**src/rtl/atm_pkg.sv**
```systemverilog
// Shared types and constants for the ATM login/session controller.
// Latency: n/a (declarations only).
// Backpressure: n/a.
package atm_pkg;

    localparam int PASS_W = 4;
    localparam int ID_W   = 4;

    localparam logic ON  = 1'b1;
    localparam logic OFF = 1'b0;

    typedef enum logic [2:0] {
        ST_IDLE      = 3'd0,
        ST_WAIT_PASS = 3'd1,
        ST_SUBMIT    = 3'd2,
        ST_CHECK     = 3'd3,
        ST_SESSION   = 3'd4,
        ST_LOCKED    = 3'd5,
        ST_EJECT     = 3'd6
    } state_t;

endpackage

```
**src/rtl/atm_down_counter.sv**
```systemverilog
// Loadable down-counter that saturates at zero and flags when it is there.
// Latency: load and decrement take effect on the next clock edge; zero is combinational from the count.
// Backpressure: none; load has priority over decrement every cycle.
module atm_down_counter #(
    parameter int WIDTH = 4
) (
    input  logic             clk,
    input  logic             rst_n,
    input  logic             load,
    input  logic [WIDTH-1:0] load_val,
    output logic             zero
);

    logic [WIDTH-1:0] count;

    // Load on request, otherwise count down and hold at zero.
    always_ff @(posedge clk or negedge rst_n) begin
        if (!rst_n) begin
            count <= '0;
        end else if (load) begin
            count <= load_val;
        end else if (count != '0) begin
            count <= count - 1'b1;
        end
    end

    assign zero = (count == '0);

endmodule

```
**src/rtl/atm_session_controller.sv**
```systemverilog
// Card/password login sequencer in front of the password checker, with retry lockout and session idle timeout.
// Latency: PassValid -> SUBMIT +1, CHECK +2, verdict (AuthFail or SessionActive) visible at +3.
// Backpressure: none; strobes arriving outside the state that consumes them are dropped, never queued.
module atm_session_controller
    import atm_pkg::*;
#(
    parameter int MAX_TRIES   = 3,
    parameter int LOCK_CYCLES = 1000,
    parameter int IDLE_CYCLES = 5000
) (
    input  logic              Clock,
    input  logic              ResetN,
    input  logic              CardIn,
    input  logic [PASS_W-1:0] PassIn,
    input  logic              PassValid,
    input  logic              Logout,
    input  logic              ActivityIn,
    output logic [PASS_W-1:0] CheckPassword,
    output logic              CheckSubmit,
    input  logic              CheckAuthorized,
    input  logic [ID_W-1:0]   CheckID,
    output logic              SessionActive,
    output logic [ID_W-1:0]   SessionID,
    output logic              AuthFail,
    output logic              Locked,
    output logic              EjectCard,
    output logic              Busy
);

    localparam int TRY_W  = $clog2(MAX_TRIES + 1);
    localparam int IDLE_W = $clog2(IDLE_CYCLES + 1);
    localparam int LOCK_W = $clog2(LOCK_CYCLES + 1);

    localparam logic [TRY_W-1:0]  TRY_MAX   = TRY_W'(MAX_TRIES);
    localparam logic [IDLE_W-1:0] IDLE_LOAD = IDLE_W'(IDLE_CYCLES - 1);
    localparam logic [LOCK_W-1:0] LOCK_LOAD = LOCK_W'(LOCK_CYCLES - 1);

    state_t            state;
    state_t            next_state;
    logic              card_prev;
    logic              card_rise;
    logic [TRY_W-1:0]  tries;
    logic [TRY_W-1:0]  tries_nxt;
    logic [TRY_W-1:0]  tries_inc;
    logic              idle_load;
    logic              idle_zero;
    logic              lock_load;
    logic              lock_zero;
    logic              capture_pw;
    logic              capture_id;
    logic              auth_fail_nxt;
    logic [PASS_W-1:0] check_password;
    logic [ID_W-1:0]   session_id;
    logic              auth_fail_q;

    assign card_rise = CardIn & ~card_prev;
    assign tries_inc = (tries == TRY_MAX) ? TRY_MAX : tries + 1'b1;

    atm_down_counter #(.WIDTH(IDLE_W)) u_idle_timer (
        .clk      (Clock),
        .rst_n    (ResetN),
        .load     (idle_load),
        .load_val (IDLE_LOAD),
        .zero     (idle_zero)
    );

    atm_down_counter #(.WIDTH(LOCK_W)) u_lock_timer (
        .clk      (Clock),
        .rst_n    (ResetN),
        .load     (lock_load),
        .load_val (LOCK_LOAD),
        .zero     (lock_zero)
    );

    // State register plus the card level history used for insert detection.
    always_ff @(posedge Clock or negedge ResetN) begin
        if (!ResetN) begin
            state     <= ST_IDLE;
            card_prev <= OFF;
        end else begin
            state     <= next_state;
            card_prev <= CardIn;
        end
    end

    // Next-state, timer loads and datapath capture enables; expiry only counts when no reload is pending.
    always_comb begin
        next_state    = state;
        tries_nxt     = tries;
        idle_load     = OFF;
        lock_load     = OFF;
        capture_pw    = OFF;
        capture_id    = OFF;
        auth_fail_nxt = OFF;
        case (state)
            ST_IDLE: begin
                if (card_rise) begin
                    next_state = ST_WAIT_PASS;
                    tries_nxt  = '0;
                    idle_load  = ON;
                end
            end
            ST_WAIT_PASS: begin
                if (!CardIn) begin
                    next_state = ST_IDLE;
                end else if (PassValid) begin
                    next_state = ST_SUBMIT;
                    capture_pw = ON;
                    idle_load  = ON;
                end else if (idle_zero) begin
                    next_state = ST_EJECT;
                end
            end
            ST_SUBMIT: begin
                next_state = ST_CHECK;
            end
            ST_CHECK: begin
                if (CheckAuthorized) begin
                    next_state = ST_SESSION;
                    capture_id = ON;
                    tries_nxt  = '0;
                    idle_load  = ON;
                end else begin
                    auth_fail_nxt = ON;
                    tries_nxt     = tries_inc;
                    if (tries_inc == TRY_MAX) begin
                        next_state = ST_LOCKED;
                        lock_load  = ON;
                    end else begin
                        next_state = ST_WAIT_PASS;
                        idle_load  = ON;
                    end
                end
            end
            ST_SESSION: begin
                if (!CardIn) begin
                    next_state = ST_IDLE;
                end else if (Logout) begin
                    next_state = ST_EJECT;
                end else if (ActivityIn) begin
                    idle_load = ON;
                end else if (idle_zero) begin
                    next_state = ST_EJECT;
                end
            end
            ST_LOCKED: begin
                if (lock_zero) begin
                    next_state = ST_EJECT;
                end
            end
            ST_EJECT: begin
                next_state = ST_IDLE;
            end
            default: begin
                next_state = ST_IDLE;
            end
        endcase
    end

    // Failed-attempt counter, password/ID capture and the registered reject pulse.
    always_ff @(posedge Clock or negedge ResetN) begin
        if (!ResetN) begin
            tries          <= '0;
            check_password <= '0;
            session_id     <= '0;
            auth_fail_q    <= OFF;
        end else begin
            tries       <= tries_nxt;
            auth_fail_q <= auth_fail_nxt;
            if (capture_pw) begin
                check_password <= PassIn;
            end
            if (capture_id) begin
                session_id <= CheckID;
            end
        end
    end

    assign CheckPassword = check_password;
    assign SessionID     = session_id;
    assign AuthFail      = auth_fail_q;
    assign CheckSubmit   = (state == ST_SUBMIT) || (state == ST_CHECK);
    assign Busy          = (state == ST_SUBMIT) || (state == ST_CHECK);
    assign SessionActive = (state == ST_SESSION);
    assign Locked        = (state == ST_LOCKED);
    assign EjectCard     = (state == ST_EJECT);

endmodule
```
**config.mk**
```make
export PLATFORM = sky130hd
export DESIGN_NAME = atm_session_controller
export DESIGN_NICKNAME = d
export VERILOG_FILES = /design/src/rtl/atm_pkg.sv /design/src/rtl/atm_down_counter.sv /design/src/rtl/atm_session_controller.sv
export SDC_FILE = /design/constraint.sdc
export NUM_CORES = 1
export LEC_CHECK = 0
export CORE_ASPECT_RATIO = 1.5
export CORE_MARGIN = 5
export CORE_UTILIZATION = 58
export CTS_BUF_LIST = sky130_fd_sc_hd__clkbuf_16
export DETAILED_ROUTE_END_ITERATION = 12
export PLACE_DENSITY_LB_ADDON = 0.3
export SLEW_MARGIN = 20
export SYNTH_ARGS = -nofsm -noshare
export SYNTH_HDL_FRONTEND = slang
export SYNTH_SLANG_ARGS = --single-unit
```
**constraint.sdc**
```tcl
create_clock -name Clock -period 2.9 [get_ports Clock]
set_input_delay 0.87 -clock Clock [delete_from_list [all_inputs] [get_ports Clock]]
set_output_delay 0.87 -clock Clock [all_outputs]
set_load 0.005 [all_outputs]
```
==> reports/qor.txt <==
Outcome -> finished clean
Synth Net Count -> 212
Via count -> 1652
R2R setup slack -> 0.67 ns
YS warnings -> 0
Tcrit/Tclk final -> 0.899
Total wire length -> 4640 um
Max clock buf depth -> 2
Yosys top cell area share -> 0.470
Worst vdd ir -> 659 uV
Vias in the first global route -> 1734
Initial core utilization -> 0.598
Cells after synthesis -> 195
Hold Vio Cnt, Final -> 0
Commonest non-fill, non-tap cell in the layout -> dfrtp_1
Area Overhead vs Synth -> 22.2%
Logic pwr share -> 0.366
Die ar. -> 4790 um^2
Avg Inst Size Synth -> 10.4 um^2
Leak -> 1.00 nW
Leading cell types in the layout, fill and taps excluded -> dfrtp_1, clkdlybuf4s50_1, nand2_1, nor2_1, inv_1
Sequential group share of total power -> 0.411
Largest area contributor in the netlist -> dfrtp_1
Gr usage total -> 0.220
1st-pass router iterations -> 4
Largest net degree at the start of global routing -> 39
Register area -> 951 um^2
Syn Std Cell Area -> 2020 um^2
Fin Clk Skew -> 0.00336 ns
WL per Instance -> 17.3 um
Clock-pin slew on the worst setup and hold paths -> 0.05 ns
Max_cap viols -> 0
Sequential-to-total area share from yosys stat -> 0.470
Crit-path max FO -> 9
First-pass GRT wire length -> 8020 um
F_max -> 384 MHz
CP startpoint kind -> flop
M1 GR Usage -> 0.226
HP Start -> SessionID[2]$_DFFE_PN0P_
Placed instance count -> 261
Worst Hold Depth -> 1
Synth Flop Type -> dfrtp_1
Gr busiest metal -> met2
EDFF count, synth -> 0
Hold Buf Count CTS -> 0
FF-to-FF path depth -> 6
Post-route ant nets -> 0
Fin. max-slew vios -> 0
Final Critical Period -> 2.61 ns
CTS sink count -> 38
Critical R2R Capture -> u_idle_timer.count[10]$_DFFE_PN0P_
Via/cell ratio -> 6.16
Switch Pwr -> 0.000751 W
Fin cells -> 268
Worst-Skew Late Latency -> 0.27 ns
IO Pins -> 29
Critical path required time -> 2.03 ns
Measured slew at the worst slew-check pin -> 0.515 ns
Register bit total from synthesis -> 38
Row count -> 26
Post-synth ARST share -> 1.00
FF-to-FF Start -> u_idle_timer.count[0]$_DFFE_PN0P_
Critical path arrival -> 1.74 ns
Synth top area cells -> dfrtp_1, mux2_2, nand2_1
Int Pwr -> 0.00146 W
Post_cts resized -> 0
Initial antenna violation count -> 0
Initial drt markers -> 68
IO Port Bufs -> 28
Power share of the clock group -> 0.223
Die W -> 58.2 um
Nets@finish -> 243
Setup CP Type -> flop to primary output
DRC viols -> 0
TritonCTS Buffers -> 5
Antenna cell count -> 0
RSZ-0062 raised after global routing -> false
Met2 Use GR -> 0.436
TNS Setup -> 0 ns
Placed wire-length estimate -> 3490 um
Worst hold-check path type -> flop to flop
Congestion Overflow GR -> 0
Unique masters post-synth -> 53
Relative slew margins -> 0.654
# fillers -> 256
Switching share of total power -> 0.339
CTS tree -> yes
CTS Root Cell -> clkbuf_16
DIE HEIGHT -> 82.3 um
PD cells -> 895 nW/um^2
Hold EP -> SessionID[2]$_DFFE_PN0P_
Gpl congestion -> 0.850
Met3 global-route usage -> 0.0358
H-tree depth -> 2
Final setup fails -> 0
CP Capture Type -> primary output
Core box area -> 3380 um^2
Multi-input logic area -> 1010 um^2
Layout cells sized above 1 -> 0.142
Number of setup buffers added after CTS -> 0
[Yosys cell counts (2+ instances only)]
cell type	count
clkbuf_1	3
o21ai_0	10
a32o_1	2
nor3b_1	3
and4_1	2
nor4_1	3
or2_2	3
o31ai_1	5
nand3_1	4
or4_1	6
o311a_1	2
mux2i_1	3
inv_1	9
or3_1	5
nand4_1	2
nand2_1	15
nor2_1	12
xnor2_1	3
xor2_1	2
or3_2	2
dfrtp_1	38
buf_4	2
ha_1	2
mux2_2	8
nor3_1	7
o211ai_1	2
or3b_2	2
nor4_4	2
nand2b_1	4
nor2b_1	2
a21oi_1	7
nand3b_1	2
[final cells by class]
type | count | area share
clock buffers | 5 | 0.0506
flip-flops and latches | 38 | 0.385
repair buffers | 30 | 0.119
clock inverters | 2 | 0.00304
multi-input cells | 142 | 0.407
well taps | 42 | 0.0213
inverters | 9 | 0.0137
[logic make-up after synthesis]
family,count (synthesis),share of synthesized area
and+or+nand+nor,86,0.270
AOI/OAI and AO/OA,38,0.134
DFF,38,0.470
buffers and inverters,15,0.0322
muxes,11,0.0594
xor gates and xnor gates,5,0.0217
adders and majority gates,2,0.0124
[state kept, by name, summed over array words and instances, names as in the netlist]
signal	flops
state	3
u_lock_timer.count	10
CheckPassword	4
SessionID	4
AuthFail	1
u_idle_timer.count	13
card_prev	1
tries	2
[worst max path at each step]
stage / startpoint / endpoint / slack (ns) / depth (start not counted)
after floorplan: Logout / u_idle_timer.count[1]$_DFFE_PN0P_ / 0.89 / 4
after global placement: CardIn / u_idle_timer.count[3]$_DFFE_PN0P_ / 0.25 / 4
after detailed placement: CardIn / u_idle_timer.count[11]$_DFFE_PN0P_ / 0.19 / 5
after CTS: state[1]$_DFFE_PN0P_ / SessionActive / 0.30 / 3
after global routing: state[2]$_DFFE_PN0P_ / SessionActive / 0.18 / 3
final: state[1]$_DFFE_PN0P_ / SessionActive / 0.29 / 3
[power by group through the flow]
stage | Clock (W) | Sequential, W | Combinational (W)
finish | 0.000493 | 0.000909 | 0.000809
global route | 0.000530 | 0.000940 | 0.000896
CTS | 0.000502 | 0.000903 | 0.000818
detailed placement | 0 | 0.000911 | 0.000801
global placement | 0 | 0.000887 | 0.000756
floorplan | 0 | 0.000866 | 0.000520
[critical path, stage by stage (launching register included)]
cell and delay (ns):
dfrtp_1 0.47, or2_2 0.35, nor2_1 0.13, clkdlybuf4s50_1 0.52
[per-layer routing]
metal | vias up | part of all wire
met5 | - | 0
met4 | 0 | 0.018
met3 | 10 | 0.024
met2 | 26 | 0.59
met1 | 831 | 0.37
li1 | 785 | -
[stage by stage]
stage	util	power (W)	setup slack (ns)	hold slack [ns]	cell area, um^2
after CTS	0.730	0.00222	0.297	0.507	2470
after global routing	0.730	0.00237	0.176	0.520	2470
after global placement	0.691	0.00164	0.253	0.487	2340
after detailed placement	0.691	0.00171	0.186	0.500	2340
after floorplan	-	0.00139	0.890	0.485	2020
final	0.730	0.00221	0.293	0.504	2470
No activity file was read; power rests on OpenSTA's default activity.
